### src/rtl/proc_io_pkg.sv
// Shared defaults and helpers for the processor I/O bridge.
package proc_io_pkg;

  localparam int DEF_NUBITS = 16;
  localparam int DEF_NUIOIN = 8;
  localparam int DEF_NUIOOU = 8;

  // Channel-address width; a single channel still gets a 1-bit address port.
  function automatic int addr_w(input int n);
    return (n > 1) ? $clog2(n) : 1;
  endfunction

endpackage

### src/rtl/proc_io_bridge_slot.sv
// io_slot: one-entry register with a full bit and a valid/ready handshake on each side.
module io_slot #(
  parameter int W = 16
) (
  input  logic         clk,
  input  logic         rst,
  input  logic         in_valid,
  output logic         in_ready,
  input  logic [W-1:0] in_data,
  output logic         out_valid,
  input  logic         out_ready,
  output logic [W-1:0] out_data
);

  logic         full;
  logic [W-1:0] data;

  assign in_ready  = ~full;
  assign out_valid = full;
  assign out_data  = data;

  // NOTE: the data register is reset too; it is a single word, and a stale read of an
  // empty input channel must return a defined value right after reset.
  always_ff @(posedge clk or posedge rst) begin
    if (rst) begin
      full <= 1'b0;
      data <= '0;
    end else if (in_valid && !full) begin
      data <= in_data;
      full <= 1'b1;
    end else if (out_ready && full) begin
      full <= 1'b0;
    end
  end

endmodule

### src/rtl/proc_io_bridge.sv
// Processor <-> channel I/O bridge with one-entry buffers per channel.
// Macro IO_BRIDGE_BLOCK_EN selects blocking (stall) mode; default is non-blocking with sticky ovf/udf.
module proc_io_bridge
  import proc_io_pkg::*;
#(
  parameter int NUBITS = DEF_NUBITS,
  parameter int NUIOIN = DEF_NUIOIN,
  parameter int NUIOOU = DEF_NUIOOU
) (
  input  logic                       clk,
  input  logic                       rst,
  input  logic [NUBITS-1:0]          io_out,
  input  logic [addr_w(NUIOOU)-1:0]  addr_out,
  input  logic                       out_en,
  input  logic                       req_in,
  input  logic [addr_w(NUIOIN)-1:0]  addr_in,
  output logic [NUBITS-1:0]          io_in,
  output logic                       stall,
  input  logic [NUIOIN*NUBITS-1:0]   ch_in_data,
  input  logic [NUIOIN-1:0]          ch_in_valid,
  output logic [NUIOIN-1:0]          ch_in_ready,
  output logic [NUIOOU*NUBITS-1:0]   ch_out_data,
  output logic [NUIOOU-1:0]          ch_out_valid,
  input  logic [NUIOOU-1:0]          ch_out_ready,
  output logic [NUIOOU-1:0]          ovf,
  output logic [NUIOIN-1:0]          udf,
  input  logic                       clr_flags
);

  localparam int AIW = addr_w(NUIOIN);
  localparam int AOW = addr_w(NUIOOU);

  logic [NUIOIN-1:0] in_full;
  logic [NUIOOU-1:0] out_full;
  logic [NUBITS-1:0] in_data [NUIOIN];
  logic [NUIOIN-1:0] rd_sel;
  logic [NUIOOU-1:0] wr_sel;

  logic rd_in_range, wr_in_range;
  logic rd_block, wr_block;
  logic rd_go, wr_go;

  assign rd_in_range = (int'(addr_in) < NUIOIN);
  assign wr_in_range = (int'(addr_out) < NUIOOU);

  // Out-of-range addresses never block: reads return 0, writes vanish.
  assign rd_block = req_in && rd_in_range && !in_full[addr_in];
  assign wr_block = out_en && wr_in_range && out_full[addr_out];

`ifdef IO_BRIDGE_BLOCK_EN
  assign stall = rd_block | wr_block;
`else
  assign stall = 1'b0;
`endif

  // A stall holds back both strobes, so a paired read/write completes together or not at all.
  assign rd_go = req_in && !stall;
  assign wr_go = out_en && !stall;

  genvar gi;
  generate
    for (gi = 0; gi < NUIOIN; gi++) begin : g_in
      logic slot_valid;

      assign rd_sel[gi]     = rd_go && rd_in_range && (addr_in == AIW'(gi));
      assign in_full[gi]    = slot_valid;

      io_slot #(.W(NUBITS)) u_slot (
        .clk       (clk),
        .rst       (rst),
        .in_valid  (ch_in_valid[gi]),
        .in_ready  (ch_in_ready[gi]),
        .in_data   (ch_in_data[gi*NUBITS +: NUBITS]),
        .out_valid (slot_valid),
        .out_ready (rd_sel[gi]),
        .out_data  (in_data[gi])
      );
    end

    for (gi = 0; gi < NUIOOU; gi++) begin : g_out
      logic slot_ready;

      assign wr_sel[gi]       = wr_go && wr_in_range && (addr_out == AOW'(gi));
      assign out_full[gi]     = ~slot_ready;

      // A full slot refuses the write even if it drains this same cycle.
      io_slot #(.W(NUBITS)) u_slot (
        .clk       (clk),
        .rst       (rst),
        .in_valid  (wr_sel[gi]),
        .in_ready  (slot_ready),
        .in_data   (io_out),
        .out_valid (ch_out_valid[gi]),
        .out_ready (ch_out_ready[gi]),
        .out_data  (ch_out_data[gi*NUBITS +: NUBITS])
      );
    end
  endgenerate

  // NOTE: sequential state uses non-blocking assignments so every register samples
  // pre-edge values regardless of block ordering.
  always_ff @(posedge clk or posedge rst) begin
    if (rst) begin
      io_in <= '0;
    end else if (rd_go) begin
      io_in <= rd_in_range ? in_data[addr_in] : '0;
    end
  end

`ifdef IO_BRIDGE_BLOCK_EN
  assign ovf = '0;
  assign udf = '0;
`else
  logic [NUIOOU-1:0] ovf_set;
  logic [NUIOIN-1:0] udf_set;

  assign ovf_set = wr_sel & out_full;
  assign udf_set = rd_sel & ~in_full;

  // Set wins over a same-cycle clear.
  always_ff @(posedge clk or posedge rst) begin
    if (rst) begin
      ovf <= '0;
      udf <= '0;
    end else begin
      ovf <= (ovf & ~{NUIOOU{clr_flags}}) | ovf_set;
      udf <= (udf & ~{NUIOIN{clr_flags}}) | udf_set;
    end
  end
`endif

endmodule
### config.mk
export PLATFORM = sky130hd
export DESIGN_NAME = proc_io_bridge
export DESIGN_NICKNAME = d
export VERILOG_FILES = /design/src/rtl/proc_io_pkg.sv /design/src/rtl/proc_io_bridge_slot.sv /design/src/rtl/proc_io_bridge.sv
export SDC_FILE = /design/constraint.sdc
export NUM_CORES = 1
export LEC_CHECK = 0
export ABC_CLOCK_PERIOD_IN_PS = 13600
export CAP_MARGIN = 40
export CORE_ASPECT_RATIO = 0.6
export CORE_UTILIZATION = 45
export CTS_CLUSTER_SIZE = 10
export DETAILED_ROUTE_END_ITERATION = 8
export PLACE_DENSITY = 0.75
export SLEW_MARGIN = 0
export SYNTH_ARGS = -nofsm -noshare
export SYNTH_HDL_FRONTEND = slang
export SYNTH_SLANG_ARGS = --single-unit
### constraint.sdc
create_clock -name clk -period 13.6 [get_ports clk]
set_clock_uncertainty 0.15 [all_clocks]
set_input_delay 4.08 -clock clk [delete_from_list [all_inputs] [get_ports clk]]
set_output_delay 4.08 -clock clk [all_outputs]
set_load 0.005 [all_outputs]
# Yosys cells after proc, flatten, opt, wreduce, memory -nomap -nowiden

Index checks and enable logic that the tools add are counted.
Widths: inputs -> output; s select.

Bits in registers: 304
Logic and storage cells: 184

$lt $le $gt $ge: 1
Equality and inequality tests: 14
Mux-type cells: 35
Bitwise operators: 17
Reductions and logical operators: 82

Operators by type and width:

| operator           | number |
|---|---|
| $bmux 16 s3        | 1 |
| $logic_and 1x1->1  | 48 |
| $and 8x8->8        | 4 |
| $mux 1             | 32 |
| $mux 16            | 2 |
| $reduce_bool 2->1  | 16 |
| $eq 3x3->1 const B | 8 |
| $logic_not 1->1    | 16 |
| $not 8->8          | 2 |
| $or 8x8->8         | 2 |
| $eq 3x2->1 const B | 4 |
| $not 1->1          | 8 |
| $eq 3x1->1 const B | 2 |
| $logic_not 3->1    | 2 |
| $ge 4x4->1 const B | 1 |
| $not 3->4          | 1 |

# Logic depth before layout (Yosys ltp)

Gate-level depths: netlist (run 1).

Depth after elaboration: 5
Depth in mapped cells: 6
Gate-level depth less buffers: 3

# By module

From an unflattened synthesis (run 1), not the netlist that was laid out.

Cell total of the unflattened synthesis: 888
Area total of the unflattened synthesis: 13472.9 um^2

Modules (own cells, without submodules):

| module         | instances | cells an instance | area each (um^2) |
|---|---|---|---|
| io_slot        | 16        | 39                | 683.2 |
| proc_io_bridge | 1         | 264               | 2542.4 |

# Worst setup path before layout (run 1)

OpenSTA, ideal clock, no wires.

Path kind: input -> register
Start: input port addr_out[2]
End: register g_out[2].u_slot.data[0]
Library setup time: 0.125 ns
Arrival time: 5.306 ns
Data required time: 13.325 ns
Slack: 8.019 ns
Stages: 5
Cell sequence: nand2b_1 buf_6 nor4b_4 buf_6 mux2_4

Cells in the longest elaborated chain, start to end: 3

Ends and longest elaborated chain:

| what                   | RTL line                  | RTL |
|---|---|---|
| start: declaration     | proc_io_bridge.sv:13      | `input logic [addr_w(NUIOOU)-1:0] addr_out,` |
| $eq 3x2->1             | proc_io_bridge.sv:83      | `assign wr_sel[gi] = wr_go && wr_in_range && (addr_out == AOW'(gi));` |
| $logic_and 1x1->1      | proc_io_bridge.sv:83      |  |
| $logic_and 1x1->1      | proc_io_bridge_slot.sv:28 | `end else if (in_valid && !full) begin` |
| end signal: assignment | proc_io_bridge_slot.sv:29 | `data <= in_data;` |
| end: declaration       | proc_io_bridge_slot.sv:16 | `logic [W-1:0] data;` |

Every way passes these cells.
A chain may end at the register's enable or synchronous reset.

# Worst setup path in the final report (run 1)

Start: input port addr_out[0]
End: register g_out[5].u_slot.data[9]

Cells in the longest elaborated chain, start to end: 3

Ends and longest elaborated chain:

| what                   | RTL line |
|---|---|
| $eq 3x3->1             | proc_io_bridge.sv:83 |
| $logic_and 1x1->1      | proc_io_bridge.sv:83 |
| $logic_and 1x1->1      | proc_io_bridge_slot.sv:28 |
| end signal: assignment | proc_io_bridge_slot.sv:29 |
| end: declaration       | proc_io_bridge_slot.sv:16 |

Every way passes these cells.

==> qor.csv, run 1 <==
metric,value,unit
yosysWarningCount,0,
final_antenna_net_count,0,
syn2layout_area_growth,37.51,%
ctsHoldBuffers,0,
dpl.hpwl,25190,um
cts_buffers,36,
multi_input_area,4684,um^2
overflow,0,
setup_viol,0,
cts.path.max_buffers,3,
initial_core_util,46.11,%
worstHoldPathType,reg -> reg,
reg2regPathDepth,2,
wirelength,34720,um
die-width,219.7,um
grt_use_total,24.10,%
rr_endpoint,g_out[5].u_slot.out_data[9],
htreeDepth,2,
seq_area,7607,um^2
globalRouteMet2Util,37.08,%
post_cts_buffers,0,
layout_min_cycle_time,6.197,ns
hold_path.startpoint,g_out[0].u_slot.out_data[0],
synth_top_area_share,59.44,%
max_stage_delay,0.86,ns
ys_types,29,
drc,27,
cp_max_fo,17,
cts_sinks,304,
arrival,6.44,ns
layout-drive-gt1-share,27.76,%
met1_usage,34.29,%
endpoint_kind,register,
route.vias.total,8421,
final-hold-violation-count,0,
worstPathRequired,13.84,ns
p_leak,0.007532,uW
grt_max_degree,103,
maxCapViolations,0,
insertion_delay,0.51,ns
yosysMostFrequentCell,dfrtp_1,
place_congestion,0.8080,
synth-seq-area-share,59.44,%
io_pins,348,
critPathSlowestCell,clkdlybuf4s50_1,
coreArea,27760,um^2
fillers,2161,
drt_iter0_drc,581,
reg2reg_slack,11.70,ns
cts.clk_slew.worst_paths,0.05,ns
vias_per_cell,5.286,
die_area,29140,um^2
grt_pass1_wl,52870,um
worst_setup_path_start_kind,input port,
yosys.area.top_type,dfrtp_1,
max_freq,0.1614,GHz
grt_pass1_vias,8944,
cts_tree,done,
firstDrtPassIters,6,
whs_path_depth,1,
synthArstFlopShare,100.0,%
wl_per_cell,21.79,um
grt_antenna_before_repair,2,
synth_seq_cells,304,
rsz0062_at_grt,false,
powerDensity,180.1,nW/um^2
hold_slack,0.3328,ns
grt_busiest_layer,met2,
total_power,3170,uW
r2r-start,g_out[5].u_slot.out_valid,
status,finished with violations,
crit_type,in -> reg,
cts-root-buf,clkbuf_16,
rows,47,
crit_chain,clkdlybuf4s50_1 > nand2b_1 > nor3_4 > mux2_2,
min_to,g_out[0].u_slot.out_data[0],
portBuffers,346,
fin_crit_sh,45.57,%
yosys_most_used_dff,dfrtp_1,
syn_area_per_cell,14.53,um^2
setup_tns,0,ns
syn_area,12800,um^2
cts_resized,0,
grt_util_met3,4.966,%
netlist_instances,881,
synthesis.nets,1052,
fin_nets,1394,
worst_pin_slew,0.9095,ns
synth_edf_count,0,
relSlewSlack,39.17,%
synthTopCellsByCount,"dfrtp_1 (304), mux2_2 (245), mux2i_1 (64)",
synthTopCellsByArea,"dfrtp_1 (59%), mux2_2 (22%), mux2i_1 (5.0%), nor2b_1 (1.4%), a41o_1 (1.3%)",
die_height,132.6,um
violations,DRC,
vdd_drop_max,0.1472,mV
drv_slew,0,
[final cells by class]
type	instances	share of cell area (%)
flip-flops and latches	304	43.23
multi-input cells	476	26.62
repair buffers	372	21.30
clock buffers	39	5.304
well taps	367	2.609
inverters	33	0.7466
clock inverters	1	0.1706
diodes	1	0.01422
[power breakdown]
part | switching [uW] | leakage [uW] | internal (uW) | total, uW
Combinational | 327 | 0.00342 | 601 | 928
Sequential | 175 | 0.00364 | 1220 | 1400
Clock | 346 | 0.000472 | 498 | 844
Total | 848 | 0.00753 | 2320 | 3170
[layout by cell type (no fill, tap or decap), types with 6 or more instances in the layout]
| cell | netlist | routed |
|---|---|---|
| clkdlybuf4s50_1 | 0 | 345 |
| dfrtp_1 | 304 | 304 |
| mux2_2 | 245 | 245 |
| mux2i_1 | 64 | 64 |
| clkbuf_16 | 0 | 37 |
| inv_1 | 33 | 32 |
| nand2_1 | 21 | 21 |
| nand3_1 | 20 | 20 |
| nor2b_1 | 28 | 19 |
| o22ai_1 | 16 | 16 |
| a22oi_1 | 16 | 16 |
| a41o_1 | 16 | 16 |
| a21o_1 | 15 | 15 |
| buf_4 | 21 | 15 |
| nor2b_2 | 0 | 9 |
| mux2_4 | 9 | 9 |
| buf_8 | 0 | 6 |
[registers in the layout, summed over array words and instances (netlist names)]
name and cells:
g_out.u_slot.out_valid 8, g_in.u_slot.out_data 128, io_in 16, ovf 8, g_out.u_slot.out_data 128, udf 8
g_in.u_slot.out_valid 8
[logic make-up after synthesis]
kind of cell / Yosys count / share of synthesized area (%)
mux: 320 / 27.80
compound gates: 64 / 3.921
other cells: 1 / 0.02930
buf+inv: 101 / 4.126
simple gates: 91 / 4.683
flops: 304 / 59.44
[worst max-delay path: cells and delay by family]
kind | cells | cell delay (ns)
AND/OR/NAND/NOR | 2 | 1.07
buffers and inverters | 1 | 0.86
multiplexers | 1 | 0.42
[through the flow]
step,instance area (um^2),util [%],setup WS (ns),instances
global route,17600,63.40,7.288,1593
finish,17600,63.40,7.403,1593
floorplan,12800,-,0.9674,881
detailed placement,16630,59.92,6.818,1552
global placement,16450,59.26,6.942,1540
CTS,17590,63.39,7.374,1592
[how the worst max path moves through the flow]
stage           startpoint                          end  slack (ns)
2_1_floorplan          rst   g_in[0].u_slot.out_data[0]        0.97
3_3_place_gp   addr_out[0]  g_out[1].u_slot.out_data[7]        6.94
3_5_place_dp   addr_out[0]  g_out[5].u_slot.out_data[9]        6.82
4_1_cts        addr_out[0]  g_out[5].u_slot.out_data[9]        7.37
5_1_grt        addr_out[0]  g_out[5].u_slot.out_data[9]        7.29
6_report       addr_out[0]  g_out[5].u_slot.out_data[9]        7.40
[layer usage]
metal / vias up / share of wire (%)
met2: 224 / 46
li1: 3779 / -
met1: 4347 / 46
met5: - / 0.037
met3: 69 / 5.8
met4: 2 / 2.4
Note: power is estimated with default switching activity, not from simulation.
==> inputs of run 2 (changes only) <==
Settings changed: ABC_CLOCK_PERIOD_IN_PS 13600 to 5200, CORE_UTILIZATION 45 to 44, PLACE_DENSITY 0.75 to 0.77.
Clock period 13.6 ns to 5.2 ns, I/O delays scaled along.
==> qor.csv, run 2 (same netlist as run 1, synthesis figures left out) <==
metric,value,unit,change
status,"finished, final reports clean",,
fin_crit_sh,68.59,%,
total_power,8274,uW,+160%
drc,0,,-100%
wl_per_cell,21.49,um,-1.4%
die_area,29790,um^2,+2.2%
powerDensity,470.2,nW/um^2,+160%
finalWorstSetupSlack,1.633,ns,-5.769 ns
crit_type,in -> reg,,
fin_nets,1394,,unchanged
cts_buffers,36,,unchanged
die_height,134.1,um,+1.1%
grt_max_degree,145,,+41%
instances_no_fill,1598,,+0.31%
insertion_delay,0.52,ns,about the same
worstHoldPathType,reg -> reg,,
route.vias.total,8429,,+0.095%
relSlewSlack,41.20,%,+2.0 points
dpl.hpwl,24890,um,-1.2%
pre_cts_ws,1.076,ns,-5.742 ns
arrival,3.80,ns,-2.64 ns
layout-drive-gt1-share,27.95,%,+0.20 points
cts-root-buf,clkbuf_16,,
worstPathRequired,5.44,ns,-8.40 ns
initial_core_util,45.62,%,-0.48 points
final_common_cell,clkdlybuf4s50_1,,
vdd_drop_max,0.3173,mV,+120%
cts_sinks,304,,unchanged
syn2layout_area_growth,37.49,%,about the same
hold_slack,0.3408,ns,+0.008081 ns
overflow,0,,unchanged
io_pins,348,,unchanged
worst_setup_path_start_kind,input port,,
cts.path.max_buffers,3,,unchanged
fillers,2161,,unchanged
final_antenna_net_count,0,,unchanged
rows,47,,unchanged
portBuffers,346,,unchanged
drv_slew,0,,unchanged
setup_viol,0,,unchanged
max_freq,0.2804,GHz,
rsz0062_at_grt,false,,
worst_pin_slew,0.8781,ns,-0.03139 ns
grt_use_total,23.44,%,-0.66 points
htreeDepth,2,,unchanged
grt_antenna_before_repair,5,,+3
firstDrtPassIters,5,,-1
cp_max_fo,9,,-8
grt_pass1_wl,53100,um,+0.44%
cts.clk_slew.worst_paths,0.05,ns,about the same
mostFrequentLayoutCells,"clkdlybuf4s50_1 (345), dfrtp_1 (304), mux2_2 (245), mux2i_1 (64), clkbuf_16 (37)",,
coreArea,28050,um^2,+1.1%
cts_resized,0,,unchanged
ctsHoldBuffers,0,,unchanged
cts_tree,done,,
vias_per_cell,5.275,,-0.22%
post_cts_buffers,0,,unchanged
grt_pass1_vias,8975,,+0.35%
endpoint_kind,register,,
maxCapViolations,0,,unchanged
drt_iter0_drc,632,,+8.8%
layout_min_cycle_time,3.567,ns,
place_congestion,0.7891,,-2.3%
die-width,222.2,um,+1.1%
p_leak,0.007529,uW,about the same
final-hold-violation-count,0,,unchanged
wirelength,34340,um,-1.1%
dpl.cell_count,1552,,unchanged
## run 2: critical path, stage by stage
cell and delay, ns:
clkdlybuf4s50_1 0.44, nand2b_1 0.46, nor4b_4 0.67, buf_4 0.34
mux2_4 0.31
## run 2: final timing paths
check / start / endpoint / slack (ns) / depth (start not counted)
setup / recovery: addr_out[2] / g_out[2].u_slot.out_data[0] / 1.63 / 5
hold / removal: g_out[0].u_slot.out_data[0] / g_out[0].u_slot.out_data[0] / 0.34 / 1
setup reg to reg: g_out[2].u_slot.out_valid / g_out[2].u_slot.out_data[0] / 3.25 / 3
hold reg to reg: g_out[0].u_slot.out_data[0] / g_out[0].u_slot.out_data[0] / 0.34 / 1
max in group asynchronous: rst / g_out[7].u_slot.out_data[2] / 2.52 / 3
min in group asynchronous: rst / g_in[7].u_slot.out_data[14] / 1.28 / 2
## run 2: routing by layer
layer	share of wire (%)	global-route usage [%]	vias to the layer above
met3	5.5	5.411	51
met5	0.032	0	-
met4	2.0	6.752	2
li1	-	-	3794
met2	45	35.48	245
met1	47	33.72	4337
## run 2: power by group
group / switching (uW) / internal [uW] / total, uW
registers: 460 / 3200 / 3660
clock network: 908 / 1270 / 2180
logic: 859 / 1570 / 2430
## run 2: through the flow
step           instance area, um^2  TNS (ns)  util [%]
6_report                     17600         0     62.73
2_1_floorplan                12800   -168.11         -
4_1_cts                      17590         0     62.69
3_5_place_dp                 16620         0     59.25
5_1_grt                      17590         0     62.72
3_3_place_gp                 16500         0     58.82
## run 2: cell type report
class / count / area, um^2 / share of cell area [%]
flip-flops and latches: 304 / 7607 / 43.23
repair buffers: 372 / 3741 / 21.26
well taps: 367 / 459.2 / 2.610
inverters: 33 / 127.6 / 0.7253
diodes: 4 / 10.01 / 0.05689
multi-input cells: 476 / 4684 / 26.62
clock inverters: 3 / 22.52 / 0.1280
clock buffers: 39 / 943.4 / 5.362
